<file path="src/rtl/seq_mult_sm_pkg.sv">
// Shared types and width helpers for the sequential sign-magnitude multiplier.
package seq_mult_sm_pkg;

    typedef enum logic {
        IDLE = 1'b0,
        BUSY = 1'b1
    } mult_state_e;

    localparam int DW_DEFAULT = 4;

    // Product width for a given operand width.
    function automatic int prod_width(input int dw);
        return 2 * dw;
    endfunction

endpackage

</file>
<file path="src/rtl/seq_mult_sm_ctrl.sv">
// Control FSM for seq_mult_sm: iteration counter, termination, busy/done.
// Optional feature: SEQ_MULT_EARLY_EXIT_EN ends the run once the remaining
// multiplier bits are all zero.
//
//   state | meaning
//   IDLE  | waiting for start; done may pulse here for one cycle
//   BUSY  | one partial-product bit processed per clock
module seq_mult_sm_ctrl
    import seq_mult_sm_pkg::*;
#(
    parameter int DW = DW_DEFAULT
) (
    input  logic clk,
    input  logic rst,
    input  logic start_i,
    input  logic rest_zero_i,
    output logic load_o,
    output logic step_o,
    output logic last_o,
    output logic busy_o,
    output logic done_o
);

    localparam int CW = (DW > 1) ? $clog2(DW) : 1;
    localparam logic [CW-1:0] LAST_CNT = CW'(DW - 1);

    mult_state_e    state_q, state_d;
    logic [CW-1:0]  cnt_q, cnt_d;
    logic           done_q, done_d;
    logic           exit_now;

`ifdef SEQ_MULT_EARLY_EXIT_EN
    assign exit_now = rest_zero_i;
`else
    logic unused_rest_zero;
    assign unused_rest_zero = rest_zero_i;
    assign exit_now = 1'b0;
`endif

    // State, counter and done-pulse registers.
    always_ff @(posedge clk) begin
        if (rst) begin
            state_q <= IDLE;
            cnt_q   <= '0;
            done_q  <= 1'b0;
        end else begin
            state_q <= state_d;
            cnt_q   <= cnt_d;
            done_q  <= done_d;
        end
    end

    // Next-state, counter update and datapath strobes.
    always_comb begin
        state_d = state_q;
        cnt_d   = cnt_q;
        done_d  = 1'b0;
        load_o  = 1'b0;
        step_o  = 1'b0;
        last_o  = 1'b0;
        case (state_q)
            IDLE: begin
                if (start_i) begin
                    load_o  = 1'b1;
                    cnt_d   = '0;
                    state_d = BUSY;
                end
            end
            BUSY: begin
                step_o = 1'b1;
                cnt_d  = cnt_q + CW'(1);
                if ((cnt_q == LAST_CNT) || exit_now) begin
                    last_o  = 1'b1;
                    done_d  = 1'b1;
                    cnt_d   = '0;
                    state_d = IDLE;
                end
            end
            default: state_d = IDLE;
        endcase
    end

    assign busy_o = (state_q == BUSY);
    assign done_o = done_q;

endmodule

</file>
<file path="src/rtl/seq_mult_sm.sv">
// Sequential shift-add multiplier with sign-magnitude handling and a
// run-time signed/unsigned mode. Optional feature: SEQ_MULT_EARLY_EXIT_EN
// (handled in seq_mult_sm_ctrl) shortens latency for small multipliers.
module seq_mult_sm
    import seq_mult_sm_pkg::*;
#(
    parameter int DW = DW_DEFAULT
) (
    input  logic              clk,
    input  logic              rst,
    input  logic              start,
    input  logic              signed_mode,
    input  logic [DW-1:0]     multiplier,
    input  logic [DW-1:0]     multiplicand,
    output logic              busy,
    output logic              done,
    output logic              sign,
    output logic [2*DW-1:0]   product
);

    localparam int PW = prod_width(DW);

    logic          load, step, last;
    logic [DW-1:0] mier_q, mier_d;
    logic [PW-1:0] mcand_q, mcand_d;
    logic [PW-1:0] acc_q, acc_d;
    logic [PW-1:0] prod_q, prod_d;
    logic          opsign_q, opsign_d;
    logic          sign_q, sign_d;
    logic [PW-1:0] acc_sum;

    // Magnitude of an operand; the most negative value maps to 2^(DW-1).
    function automatic logic [DW-1:0] mag(input logic [DW-1:0] x, input logic sm);
        return (sm && x[DW-1]) ? (~x + DW'(1)) : x;
    endfunction

    seq_mult_sm_ctrl #(.DW(DW)) u_ctrl (
        .clk         (clk),
        .rst         (rst),
        .start_i     (start),
        .rest_zero_i (mier_q[DW-1:1] == '0),
        .load_o      (load),
        .step_o      (step),
        .last_o      (last),
        .busy_o      (busy),
        .done_o      (done)
    );

    assign acc_sum = acc_q + (mier_q[0] ? mcand_q : '0);

    // Operand capture, shift-add iteration and final sign application.
    always_comb begin
        mier_d   = mier_q;
        mcand_d  = mcand_q;
        acc_d    = acc_q;
        opsign_d = opsign_q;
        prod_d   = prod_q;
        sign_d   = sign_q;
        if (load) begin
            mier_d   = mag(multiplier, signed_mode);
            mcand_d  = PW'(mag(multiplicand, signed_mode));
            acc_d    = '0;
            opsign_d = signed_mode & (multiplier[DW-1] ^ multiplicand[DW-1]);
        end else if (step) begin
            acc_d   = acc_sum;
            mier_d  = mier_q >> 1;
            mcand_d = mcand_q << 1;
            if (last) begin
                prod_d = opsign_q ? (~acc_sum + PW'(1)) : acc_sum;
                sign_d = opsign_q & (acc_sum != '0);
            end
        end
    end

    // Datapath and output registers.
    always_ff @(posedge clk) begin
        if (rst) begin
            mier_q   <= '0;
            mcand_q  <= '0;
            acc_q    <= '0;
            opsign_q <= 1'b0;
            prod_q   <= '0;
            sign_q   <= 1'b0;
        end else begin
            mier_q   <= mier_d;
            mcand_q  <= mcand_d;
            acc_q    <= acc_d;
            opsign_q <= opsign_d;
            prod_q   <= prod_d;
            sign_q   <= sign_d;
        end
    end

    assign product = prod_q;
    assign sign    = sign_q;

endmodule

</file>
<file path="config.mk">
export PLATFORM = sky130hd
export DESIGN_NAME = seq_mult_sm
export DESIGN_NICKNAME = d
export VERILOG_FILES = /design/src/rtl/seq_mult_sm_pkg.sv /design/src/rtl/seq_mult_sm_ctrl.sv /design/src/rtl/seq_mult_sm.sv
export SDC_FILE = /design/constraint.sdc
export NUM_CORES = 1
export LEC_CHECK = 0
export BUFFER_PORTS_ARGS = -buffer_cell sky130_fd_sc_hd__buf_2
export CORE_ASPECT_RATIO = 1.1
export CORE_MARGIN = 3
export CORE_UTILIZATION = 62
export DETAILED_ROUTE_END_ITERATION = 10
export GPL_TIMING_DRIVEN = 1
export HOLD_SLACK_MARGIN = 0.12
export PLACE_DENSITY = 0.91
export SYNTH_ARGS = -nofsm -noshare
export SYNTH_HDL_FRONTEND = slang
export SYNTH_SLANG_ARGS = --single-unit
</file>
<file path="constraint.sdc">
create_clock -name clk -period 4.15 [get_ports clk]
set_input_delay 0.2075 -clock clk [delete_from_list [all_inputs] [get_ports clk]]
set_output_delay 0.2075 -clock clk [all_outputs]
set_load 0.005 [all_outputs]
</file>
* After elaboration in Yosys (flattened, before gate mapping)
Cells that the tools add are included.
Operators by class: div/mod/pow operators 0, bitwise operators 8, add/sub/neg operators 5, $mul 0, shift-type cells 0, magnitude comparators 0, mux-type cells 18, equality and inequality tests 2, reduce and logical (&&, ||, !) cells 6
Operator list (number):
- $mux W4 | 6
- $mux W8 | 2
- $add A4 B1 Y4 const B | 2
- $add A8 B1 Y8 const B | 1
- $add A8 B8 Y8 | 1
- $not A4 Y4 | 2
- $not A8 Y8 | 1
- $reduce_bool A8 Y1 | 1
- $mux W1 | 6
- $mux W2 | 2
- $pmux W2 S2 | 1
- $reduce_and A3 Y1 | 1
- $add A2 B1 Y2 const B | 1
- $and A1 B1 Y1 | 2
- $eq A2 B2 Y1 const B | 1
- $logic_and A1 B1 Y1 | 2
- $ne A2 B2 Y1 const B | 1
- $not A1 Y1 | 2
- $pmux W1 S2 | 1
- $reduce_bool A2 Y1 | 1
- $reduce_or A2 Y1 | 1
- $xor A1 B1 Y1 | 1
Storage, ports and cells: bits in registers 34, bits in latches 0, memories kept 0, memory bits (read-only) 0, output and inout bits 11, memory bits (writable) 0

* Logic depth before layout (Yosys ltp)
depth in word-level cells 5, depth in mapped cells 9, depth with buffers taken out 9

* Cells and area by module
Synthesis repeated with hierarchy kept, for this count alone.
Second synthesis, totals: cell total of the unflattened synthesis 219, area total of the unflattened synthesis 2005.7 µm²
By module, submodules not included:
- seq_mult_sm | area an instance 1834.3 µm², instances 1, cells an instance 202
- seq_mult_sm_ctrl | area an instance 171.4 µm², instances 1, cells an instance 17

* Least setup slack after synthesis
No wires, ideal clock.
path type reg2reg, from reg mier_q[0], to reg prod_q[7], in the netlist product[7], arrival 2312 ps, stages on the path, launching flop included 10, setup time 117 ps, path buffers 0, required time 4033 ps, setup slack 1721 ps, cells stage by stage dfxtp_1 -> and2_1 -> ha_1 -> fa_1 -> and3_4 -> o21a_2 -> o311ai_2 -> o41ai_2 -> xor2_1 -> a22o_1
Between the ends: longest elaborated chain between the ends 5
RTL lines:
- from (decl) | line seq_mult_sm.sv:24 | logic [DW-1:0] mier_q, mier_d;
- from (signal assigned) | line seq_mult_sm.sv:85 | mier_q <= mier_d;
- $mux W8 (*) | line seq_mult_sm.sv:49 | assign acc_sum = acc_q + (mier_q[0] ? mcand_q : '0);
- $add A8 B8 Y8 (*) | line seq_mult_sm.sv:49
- $not A8 Y8 | line seq_mult_sm.sv:69 | prod_d = opsign_q ? (~acc_sum + PW'(1)) : acc_sum;
- $add A8 B1 Y8 | line seq_mult_sm.sv:69
- $mux W8 (*) | line seq_mult_sm.sv:69
- to (signal assigned) | line seq_mult_sm.sv:89 | prod_q <= prod_d;
- to (decl) | line seq_mult_sm.sv:27 | logic [PW-1:0] prod_q, prod_d;
Mark *: on every way between the ends. The rest lies on a longest branch, timed or not. A chain may end at the register's enable or synchronous reset.

* Worst setup path in the final report
Same ends and word-level chain as after synthesis.

==> flow_summary.yaml <==
critical_path:
  cp.arrival_ns: 2.91
  cp_cell_sequence: "and2_1, ha_1, fa_1, and3_4, o21a_2, o311ai_2, o41ai_2, xor2_1, a22o_1"
  critical_path_buf_inv_count: 0
  end_kind: "flip-flop"
  crit_required_ns: 4.38
  crit_fanout: 9
  critical_path.slowest_cell: "o311ai_2"
  criticalPathCategory: "reg -> reg"
  crit_family: "compound AO/OA/AOI/OAI gates"
  crit_path_start_kind: "flip-flop"
  slowest_delay_ns: 0.43
drt:
  wl_per_cell_um: 13.89
  wl_um: 3751
  ant_nets: 0
  wl_met3_um: 166
  highest_layer: "met4"
  vias: 1593
  route.met2.wl_um: 1679
  viasPerCell: 5.900
  drt_first_pass_iters: 4
  route.layer.met1.wl_um: 1825
  drcViolationCount: 0
  drtIter0Drc: 74
pwr:
  intPower_mw: 0.5665
  pwr_density_cell_mw_per_mm2: 337.5
  seq_power_share_pct: 46.7
  swShare_pct: 22.46
  netSwitchingPower_mw: 0.1641
  vdd_drop_max_mv: 0.4605
  power.share.clock_pct: 43.8
  p_comb_share_pct: 9.5
  leakagePower_nw: 0.9633
sta:
  worst_slack_ns: 1.473
  min_period_over_period_pct: 64.51
  fin_setup_tns_ns: 0
  rsz0062_at_grt: "false"
  worst_slew_pin_slew_ns: 0.7368
  setup_viol: 0
  slew_viol_final: 0
  max_freq_mhz: 373.5
  finalCriticalPeriod_ns: 2.677
  relSlewSlack_pct: 50.88
  fin_skew_ns: 0.01380
  hold_viol_final: 0
floorplanning:
  die-width_um: 59.33
  core_mm2: 0.002878
  rows: 20
  dieArea_mm2: 0.003836
  ioPinCount: 23
  initial_core_util_pct: 67.39
  die_height_um: 64.66
placement:
  port-buffer-count: 22
  placed_cell_area_mm2: 0.002053
  place.gp.congestion: 0.8891
  pre_cts_slack_ns: 1.553
  hpwl_um: 2709
clock_network:
  cts.sinks: 34
  cts_tree: "built"
  cts_buffers: 5
  postCtsSetupBuffers: 0
  cts_buffer_depth: 2
  cts_hold_buf: 0
  h-tree-depth: 2
  clk_pin_slew_worst_paths_ns: 0.12
  ctsResizeCount: 0
  clkLatencyLatePin_ns: 0.34
  cts-root-buf: "clkbuf_4"
global_route:
  grt_pass1_vias: 1512
  grt_util_all_layers_pct: 22.27
  grt-ovfl-total: 0
  grt_pass1_wl_um: 6603
  grt_antenna_before_repair: 0
  grt_max_degree: 38
synth:
  async_reset_ff_share_pct: 0
  synth-seq-cells: 34
  syn_area_mm2: 0.001939
  syn_area_per_cell_um2: 9.020
  synth_edf_count: 0
  ys_seq_area_share_pct: 35.10
  synthCells: 215
  synthDistinctLibCells: 46
  syn_nets: 239
  yosys_warnings: 0
  synth_ff_type: "dfxtp_1"
job:
  drv_cap: 0
cells_and_area:
  drive_gt1_share_pct: 17.72
  final_nets: 260
  syn2layout_area_growth_pct: 11.61
  final_common_cell: "dfxtp_1"
  final_cell_mix: "34 x dfxtp_1, 31 x nor2_1, 22 x buf_2"
  diodes: 0
  design_area_mm2: 0.002165
min_path:
  hold_class: "in -> reg"
outcome:
  outcome: "complete, no violations"
## power by group through the flow
stage / registers, mW / clock network [mW] / logic, mW
after detailed placement: 0.349 / 0 / 0.0686
after global routing: 0.343 / 0.344 / 0.0790
final: 0.342 / 0.320 / 0.0692
after global placement: 0.348 / 0 / 0.0669
after floorplan: 0.346 / 0 / 0.0535
after CTS: 0.341 / 0.323 / 0.0690
## through the flow
stage               power (mW)  hold WS [ns]  std cells  util, %
floorplan               0.3997        0.2843        215        -
global route            0.7653        0.1952        270    75.22
CTS                     0.7338        0.1864        270    75.22
finish                  0.7306        0.1924        270    75.22
global placement        0.4152        0.4487        262    71.35
detailed placement      0.4173        0.4558        262    71.35
## cells in the mapped netlist, types with 2 or more instances
cell      instances  area share (%)
or3_1             2            0.65
nand2b_1          3            0.97
a211oi_1          4             1.5
a21oi_1          12             3.1
xnor2_1           7             3.2
nand2_1          11             2.1
a311oi_1          4             1.8
nor2b_1           2            0.65
a22o_1            8             3.6
a21o_1            3             1.2
nand4_1           2            0.65
ha_1             11             7.1
o21ai_0           7             1.8
nor3b_1           2            0.77
nor3_1            5             1.3
mux2i_1          13             6.7
inv_1             8             1.5
nand3_1           4             1.0
clkbuf_1          7             1.4
o31ai_1           3             1.2
dfxtp_1          34              35
nor2_1           31             6.0
xor2_1            2            0.90
and2_1            8             2.6
## cells by family after synthesis
kind of cell | synth area share (%)
compound gates | 22.07
xor+xnor | 4.065
fa+ha+maj | 8.129
buf+inv | 3.871
flops | 35.10
mux | 6.709
simple gates | 20.06
## final timing paths
check | slack [ns] | from | cells past startpoint | endpoint
hold / removal | 0.19 | rst | 2 | u_ctrl.cnt_q[0]
setup reg to reg | 1.47 | mier_q[0] | 9 | product[7]
setup / recovery | 1.47 | mier_q[0] | 9 | product[7]
hold reg to reg | 0.48 | sign | 1 | sign
## routing by layer
metal | vias up | track usage, %
met1 | 726 | 28.36
met5 | - | 0
met3 | 10 | 6.375
li1 | 819 | -
met4 | 0 | 10.48
met2 | 38 | 34.02
## flip-flops by register name, summed over array words and instances, names as in the netlist
name and flops:
mcand_q 8, acc_q 8, sign 1, u_ctrl.cnt_q 2
u_ctrl.done_o 1, u_ctrl.busy_o 1, product 8, opsign_q 1
mier_q 4
## cell type report
cell class | instances | area [um^2]
Clock inverter | 2 | 60.06
Timing Repair Buffer | 23 | 117.6
Sequential cell | 34 | 680.7
Tap cell | 33 | 41.29
Clock buffer | 6 | 51.30
Multi-Input combinational cell | 164 | 1184
Fill cell | 209 | 713.2
Inverter | 8 | 30.03
## worst reg2reg max path, stage by stage, from the launching register on
cell and delay, ns:
dfxtp_1 0.39, and2_1 0.19, ha_1 0.22, fa_1 0.42
and3_4 0.18, o21a_2 0.23, o311ai_2 0.43, o41ai_2 0.16
xor2_1 0.16, a22o_1 0.19
Power figures use the tool's default switching activity.
